$ cat config.mk
export PLATFORM = sky130hd
export DESIGN_NAME = wb_checkpoint_monitor
export DESIGN_NICKNAME = d
export VERILOG_FILES = /design/src/rtl/wb_checkpoint_monitor.sv
export SDC_FILE = /design/constraint.sdc
export NUM_CORES = 2
export LEC_CHECK = 0
export ABC_CLOCK_PERIOD_IN_PS = 8600
export BUFFER_PORTS_ARGS = -buffer_cell sky130_fd_sc_hd__buf_2
export CAP_MARGIN = 20
export CORE_ASPECT_RATIO = 0.8
export CORE_MARGIN = 2
export CORE_UTILIZATION = 30
export CTS_BUF_LIST = sky130_fd_sc_hd__clkbuf_4
export CTS_CLUSTER_SIZE = 12
export DETAILED_ROUTE_END_ITERATION = 8
export HOLD_SLACK_MARGIN = 0.02
export PLACE_DENSITY_LB_ADDON = 0.1
export SYNTH_ARGS = -nofsm -noshare
export SYNTH_HDL_FRONTEND = slang
export SYNTH_SLANG_ARGS = --single-unit
$ cat constraint.sdc
create_clock -name clk -period 8.6 [get_ports clk]
set_clock_uncertainty 0.15 [all_clocks]
set_input_delay 1.29 -clock clk [delete_from_list [all_inputs] [get_ports clk]]
set_output_delay 1.29 -clock clk [all_outputs]
set_load 0.01 [all_outputs]
$ cat src/rtl/wb_checkpoint_monitor.sv
// wb_checkpoint_monitor
//   Debug monitor beside the Riscv151 core. Snoops the register-file writeback
//   port into a shadow register file. A test program signals checkpoint N by
//   writing N to register FLAG_REG; the monitor then stalls the core and checks
//   every preloaded (ckpt, reg, value) entry for N against the shadow file, one
//   entry per cycle. The table must be loaded in non-decreasing checkpoint order.
//
// Ports
//   clk, rst          clock, synchronous active-high reset
//   wb_en/addr/data   regfile writeback snoop
//   tbl_wr_en/ckpt/reg/value  table append (LOAD only)
//   start             LOAD -> RUN
//   stall             high in CHECK; core must freeze
//   done, pass        sticky terminal status
//   fail_code/ckpt/reg/got/exp  failure details, stable once done
//   checks_passed     saturating count of matched entries
module wb_checkpoint_monitor #(
    parameter int unsigned XLEN     = 32,
    parameter int unsigned DEPTH    = 64,
    parameter int unsigned CKPT_W   = 8,
    parameter int unsigned FLAG_REG = 20,
    parameter int unsigned TIMEOUT  = 100000
) (
    input  logic              clk,
    input  logic              rst,
    input  logic              wb_en,
    input  logic [4:0]        wb_addr,
    input  logic [XLEN-1:0]   wb_data,
    input  logic              tbl_wr_en,
    input  logic [CKPT_W-1:0] tbl_ckpt,
    input  logic [4:0]        tbl_reg,
    input  logic [XLEN-1:0]   tbl_value,
    input  logic              start,
    output logic              stall,
    output logic              done,
    output logic              pass,
    output logic [2:0]        fail_code,
    output logic [CKPT_W-1:0] fail_ckpt,
    output logic [4:0]        fail_reg,
    output logic [XLEN-1:0]   fail_got,
    output logic [XLEN-1:0]   fail_exp,
    output logic [15:0]       checks_passed
);
    localparam int unsigned IdxW   = $clog2(DEPTH);
    localparam int unsigned PtrW   = IdxW + 1;
    localparam int unsigned TimerW = $clog2(TIMEOUT + 1);

    localparam logic [4:0]        FlagIdx   = 5'(FLAG_REG);
    localparam logic [PtrW-1:0]   Full      = PtrW'(DEPTH);
    localparam logic [TimerW-1:0] TimerLast = TimerW'(TIMEOUT - 1);

    localparam logic [2:0] FcMismatch = 3'd1;
    localparam logic [2:0] FcMissed   = 3'd2;
    localparam logic [2:0] FcTimeout  = 3'd3;
    localparam logic [2:0] FcOverflow = 3'd4;
    localparam logic [2:0] FcOrder    = 3'd5;
    localparam logic [2:0] FcStall    = 3'd6;

    typedef enum logic [2:0] {StLoad, StRun, StCheck, StPass, StFail} state_e;
    state_e state_q, state_d;

    logic [CKPT_W-1:0] mem_ckpt  [DEPTH];
    logic [4:0]        mem_reg   [DEPTH];
    logic [XLEN-1:0]   mem_value [DEPTH];
    logic [XLEN-1:0]   shadow_q  [32];

    logic [PtrW-1:0]   cnt_q, rd_ptr_q;
    logic [TimerW-1:0] timer_q;
    logic              ovf_q, ord_q;
    logic [CKPT_W-1:0] prev_ckpt_q, n_q;
    logic [15:0]       checks_q;
    logic [2:0]        fail_code_q;
    logic [CKPT_W-1:0] fail_ckpt_q;
    logic [4:0]        fail_reg_q;
    logic [XLEN-1:0]   fail_got_q, fail_exp_q;

    logic              fail_load;
    logic [2:0]        fail_code_d;
    logic [4:0]        fail_reg_d;
    logic [XLEN-1:0]   fail_got_d, fail_exp_d;

    logic [IdxW-1:0]   rd_idx;
    logic [CKPT_W-1:0] e_ckpt;
    logic [4:0]        e_reg;
    logic [XLEN-1:0]   e_value, e_got;
    logic              flag_hit, entry_left, do_match, shadow_we, tbl_we;

    assign rd_idx     = rd_ptr_q[IdxW-1:0];
    assign e_ckpt     = mem_ckpt[rd_idx];
    assign e_reg      = mem_reg[rd_idx];
    assign e_value    = mem_value[rd_idx];
    // shadow_q[0] is never written, so x0 always reads 0
    assign e_got      = shadow_q[e_reg];
    assign flag_hit   = wb_en && (wb_addr == FlagIdx);
    assign entry_left = (rd_ptr_q != cnt_q);
    assign do_match   = (state_q == StCheck) && !wb_en && entry_left &&
                        (e_ckpt == n_q) && (e_got == e_value);
    // CHECK writes are a stall violation and are dropped
    assign shadow_we  = wb_en && (wb_addr != 5'd0) && (state_q != StCheck);
    assign tbl_we     = (state_q == StLoad) && tbl_wr_en && (cnt_q != Full);

    // State register
    always_ff @(posedge clk) begin
        if (rst) state_q <= StLoad;
        else     state_q <= state_d;
    end

    // Next-state and failure capture
    always_comb begin
        state_d     = state_q;
        fail_load   = 1'b0;
        fail_code_d = 3'd0;
        fail_reg_d  = '0;
        fail_got_d  = '0;
        fail_exp_d  = '0;
        unique case (state_q)
            StLoad: begin
                if (start) begin
                    if (ovf_q) begin
                        state_d = StFail; fail_load = 1'b1; fail_code_d = FcOverflow;
                    end else if (ord_q) begin
                        state_d = StFail; fail_load = 1'b1; fail_code_d = FcOrder;
                    end else if (cnt_q == '0) begin
                        state_d = StPass;
                    end else begin
                        state_d = StRun;
                    end
                end
            end
            StRun: begin
                if (flag_hit) begin
                    state_d = StCheck;
                end else if (timer_q == TimerLast) begin
                    state_d = StFail; fail_load = 1'b1; fail_code_d = FcTimeout;
                end
            end
            StCheck: begin
                if (wb_en) begin
                    state_d = StFail; fail_load = 1'b1; fail_code_d = FcStall;
                end else if (!entry_left) begin
                    // Final entry was matched last cycle: whole table verified
                    state_d = StPass;
                end else if (e_ckpt < n_q) begin
                    state_d = StFail; fail_load = 1'b1; fail_code_d = FcMissed;
                end else if (e_ckpt == n_q) begin
                    if (e_got != e_value) begin
                        state_d     = StFail;
                        fail_load   = 1'b1;
                        fail_code_d = FcMismatch;
                        fail_reg_d  = e_reg;
                        fail_got_d  = e_got;
                        fail_exp_d  = e_value;
                    end
                end else begin
                    state_d = StRun;
                end
            end
            default: ;
        endcase
    end

    // Outputs
    always_comb begin
        stall = (state_q == StCheck);
        done  = (state_q == StPass) || (state_q == StFail);
        pass  = (state_q == StPass);
    end

    assign fail_code     = fail_code_q;
    assign fail_ckpt     = fail_ckpt_q;
    assign fail_reg      = fail_reg_q;
    assign fail_got      = fail_got_q;
    assign fail_exp      = fail_exp_q;
    assign checks_passed = checks_q;

    // Expectation table storage (no reset; validity tracked by cnt_q)
    always_ff @(posedge clk) begin
        if (tbl_we) begin
            mem_ckpt[cnt_q[IdxW-1:0]]  <= tbl_ckpt;
            mem_reg[cnt_q[IdxW-1:0]]   <= tbl_reg;
            mem_value[cnt_q[IdxW-1:0]] <= tbl_value;
        end
    end

    // Datapath state
    always_ff @(posedge clk) begin
        if (rst) begin
            for (int i = 0; i < 32; i++) shadow_q[i] <= '0;
            cnt_q       <= '0;
            rd_ptr_q    <= '0;
            timer_q     <= '0;
            ovf_q       <= 1'b0;
            ord_q       <= 1'b0;
            prev_ckpt_q <= '0;
            n_q         <= '0;
            checks_q    <= '0;
            fail_code_q <= '0;
            fail_ckpt_q <= '0;
            fail_reg_q  <= '0;
            fail_got_q  <= '0;
            fail_exp_q  <= '0;
        end else begin
            if (shadow_we) shadow_q[wb_addr] <= wb_data;

            if (state_q == StLoad && tbl_wr_en) begin
                if (cnt_q == Full) begin
                    ovf_q <= 1'b1;
                end else begin
                    cnt_q       <= cnt_q + 1'b1;
                    prev_ckpt_q <= tbl_ckpt;
                end
                if (cnt_q != '0 && tbl_ckpt < prev_ckpt_q) ord_q <= 1'b1;
            end

            if (state_q == StLoad) begin
                timer_q <= '0;
            end else if (state_q == StRun) begin
                if (flag_hit) begin
                    timer_q <= '0;
                    n_q     <= wb_data[CKPT_W-1:0];
                end else begin
                    timer_q <= timer_q + 1'b1;
                end
            end

            if (do_match) begin
                rd_ptr_q <= rd_ptr_q + 1'b1;
                if (checks_q != 16'hFFFF) checks_q <= checks_q + 16'd1;
            end

            if (fail_load) begin
                fail_code_q <= fail_code_d;
                fail_ckpt_q <= n_q;
                fail_reg_q  <= fail_reg_d;
                fail_got_q  <= fail_got_d;
                fail_exp_q  <= fail_exp_d;
            end
        end
    end
endmodule

==> results.toml <==
[min_path]
hold_class = "input port to flip-flop"

[synthesis]
synth_top_family_by_area = "multiplexers"
syn-mean-instance-area_um2 = 17.9
synthSimpleGateAreaFrac = 0.0801
yosys.area_share.adder = 0.00153
seq_area_frac_synth = 0.733
synth-edff-count = 3904
synth_compound_area_frac = 0.0321
synth_xor_xnor_area_share = 0.00294
yosys_warnings = 0
syn_inst = 9143
ys_seq_elements = 4058
synth.mux.area_fraction = 0.132
synth_cell_types = 74
mappedNetlistArea_um2 = 164000
synth_top_flop_cell = "edfxtp_1"
synthArstFlopShare = 0

[floorplan]
rows = 242
io_pins = 186
die_x_um = 831
die_h_um = 665
start_util = 0.302
core_um2 = 544000
die-area_um2 = 553000

[routing]
drt-initial-drc-count = 12800
wl_um = 630000
final_antenna_net_count = 0
dr.pass1.iters = 6
vias_per_cell = 5.37
route.detailed.drc = 0
dr_total_vias = 97600
routedWlPerCell_um = 34.6

[timing]
rsz0062_at_grt = "false"
tns_ps = 0
finalCritPeriodShare = 0.957
max_freq_mhz = 122
finalSetupViolCount = 0
drv_slew = 0
min_period_ps = 8230
slew_headroom = 0.208
finalHoldViolCount = 0
finalWorstSetupSlack_ps = 373
worst_slew_pin_slew_ps = 1190

[clock_tree]
cts_root_buffer = "clkbuf_4"
h-tree-depth = 7
cts.clk_slew.worst_paths_ps = 70
ctsHoldBuffers = 88
cts_tree = "built"
clockBufferDepth = 5
numCtsBuffers = 1156
ctsResizeCount = 0
cts_sinks = 4058
cts_setup_buffers = 0
clkLatencyLatePin_ps = 1830

[final_layout]
layout-drive-gt1-share = 0.309
fill_cells = 51700
largest_reg_flops = 2048
nets = 10400
area_growth_pct = 16.3

[place]
dp_hpwl_um = 347000
place.port_buffers = 185
gp_congestion = 0.822
post-place-ws_ps = 735

[grt]
grt-ovfl-total = 0
grt_max_degree = 106
met3_usage = 0.0486
met1_usage = 0.329
grtUsageTotal = 0.225
antenna_found_initial = 88
grt_busiest_layer = "met2"
use_met2 = 0.335
grt_pass1_vias = 98200
grt_pass1_wl_um = 849000

[power]
report.power.total_w = 0.0436
peakVddDrop_uv = 153
power.density_nw_per_um2 = 229
leakage_nw = 61.1

[worst_setup_path]
required_ps = 10120
cp-start-kind = "flip-flop"
critPathCaptureType = "flip-flop"
path_class = "flip-flop to flip-flop"
arrival_ps = 9750
crit_path_max_fanout = 38

[run]
drv_cap = 0

[run_status]
status = "finished, final reports clean"
[layout by cell type, fill, tap and decap left out, types with 69 or more instances in the layout]
cell,synthesis,routed
edfxtp_1,3904,3904
clkbuf_4,0,1690
and2_1,994,994
mux4_2,898,898
nand3_1,852,852
o21ai_0,465,440
buf_4,8,278
buf_2,94,184
dfxtp_1,154,148
nand2_1,141,139
clkinv_1,1,125
mux2i_1,104,104
a41oi_1,98,98
buf_12,0,93
nor2_1,165,89
dlygate4sd3_1,0,88
nor2_4,0,77
a22o_1,69,69
[metal layers]
| layer | vias to the layer above | part of all wire |
|---|---|---|
| li1 | 39300 | - |
| met1 | 52500 | 0.45 |
| met2 | 4816 | 0.45 |
| met3 | 960 | 0.076 |
| met4 | 6 | 0.024 |
| met5 | - | 0.000057 |
[synthesized netlist by cell type, types with 25 or more instances]
master | instances | share of area
mux2i_1 | 104 | 0.0063
xnor2_1 | 36 | 0.0019
nor4_1 | 36 | 0.0014
nor2_1 | 165 | 0.0038
and2_1 | 994 | 0.038
edfxtp_1 | 3904 | 0.71
o21ai_0 | 465 | 0.014
a21oi_1 | 43 | 0.0013
mux2_2 | 26 | 0.0018
buf_1 | 74 | 0.0017
a22o_1 | 69 | 0.0037
nor3_1 | 25 | 0.00076
nand2_1 | 141 | 0.0032
buf_2 | 94 | 0.0029
inv_1 | 33 | 0.00075
dfxtp_1 | 154 | 0.019
a41oi_1 | 98 | 0.0052
nand3_1 | 852 | 0.026
and3_1 | 54 | 0.0021
mux4_2 | 898 | 0.12
clkbuf_1 | 551 | 0.013
[area by class of cell]
type / instances / area (µm²) / share of cell area
timing repair buffer: 647 / 5840 / 0.0306
multi-input combinational: 4351 / 41900 / 0.219
clock buffer: 1690 / 12700 / 0.0665
antenna: 52 / 130 / 0.000682
inverter: 34 / 129 / 0.000676
clock inverter: 157 / 754 / 0.00396
tap: 7198 / 9010 / 0.0472
sequential: 4058 / 120000 / 0.631
[final timing paths]
path / endpoint / depth (start not counted) / slack, ps / from
max: fail_code[2] / 17 / 370 / flip-flop
min: mem_value[57][6] / 2 / 240 / tbl_value[6]
max reg2reg: fail_code[2] / 17 / 370 / flip-flop
min reg2reg: rd_ptr_q[6] / 2 / 350 / rd_ptr_q[6]
[stage by stage]
step / area (µm²) / hold slack (ps) / std cells / util
4_1_cts: 190000 / 68.8 / 18100 / 0.350
3_5_place_dp: 176000 / 340 / 16200 / 0.323
5_1_grt: 191000 / 114 / 18100 / 0.351
6_report: 191000 / 245 / 18200 / 0.351
2_1_floorplan: 164000 / 301 / 9174 / -
3_3_place_gp: 176000 / 329 / 16200 / 0.323
[power breakdown]
group          internal [W]  total (W)  switching, W
Combinational       0.00109    0.00421       0.00312
Sequential           0.0220     0.0221      0.000103
Clock               0.00906     0.0173       0.00824
Total                0.0321     0.0436        0.0115
[kinds of logic after synthesis]
family | after synthesis
AO/OA/AOI/OAI | 831
XOR/XNOR | 55
adder cells (fa/ha/maj) | 20
buffers and inverters | 765
flip-flops | 4058
multiplexers | 1030
other | 1
AND/OR/NAND/NOR | 2383
[critical path, cell delays in order, from the launching register on]
cell and delay [ps]:
dfxtp_4 730, buf_12 430, mux4_2 580, mux4_2 540
mux4_2 680, nand2b_2 600, buf_4 420, a41oi_1 170
nor4_1 880, xnor2_1 200, nand4_1 480, nor4_2 660
buf_4 270, a31oi_2 150, nor3_4 270, buf_4 210
o2bb2ai_1 120, dlygate4sd3_1 560
Power figures use the tool's default switching activity.
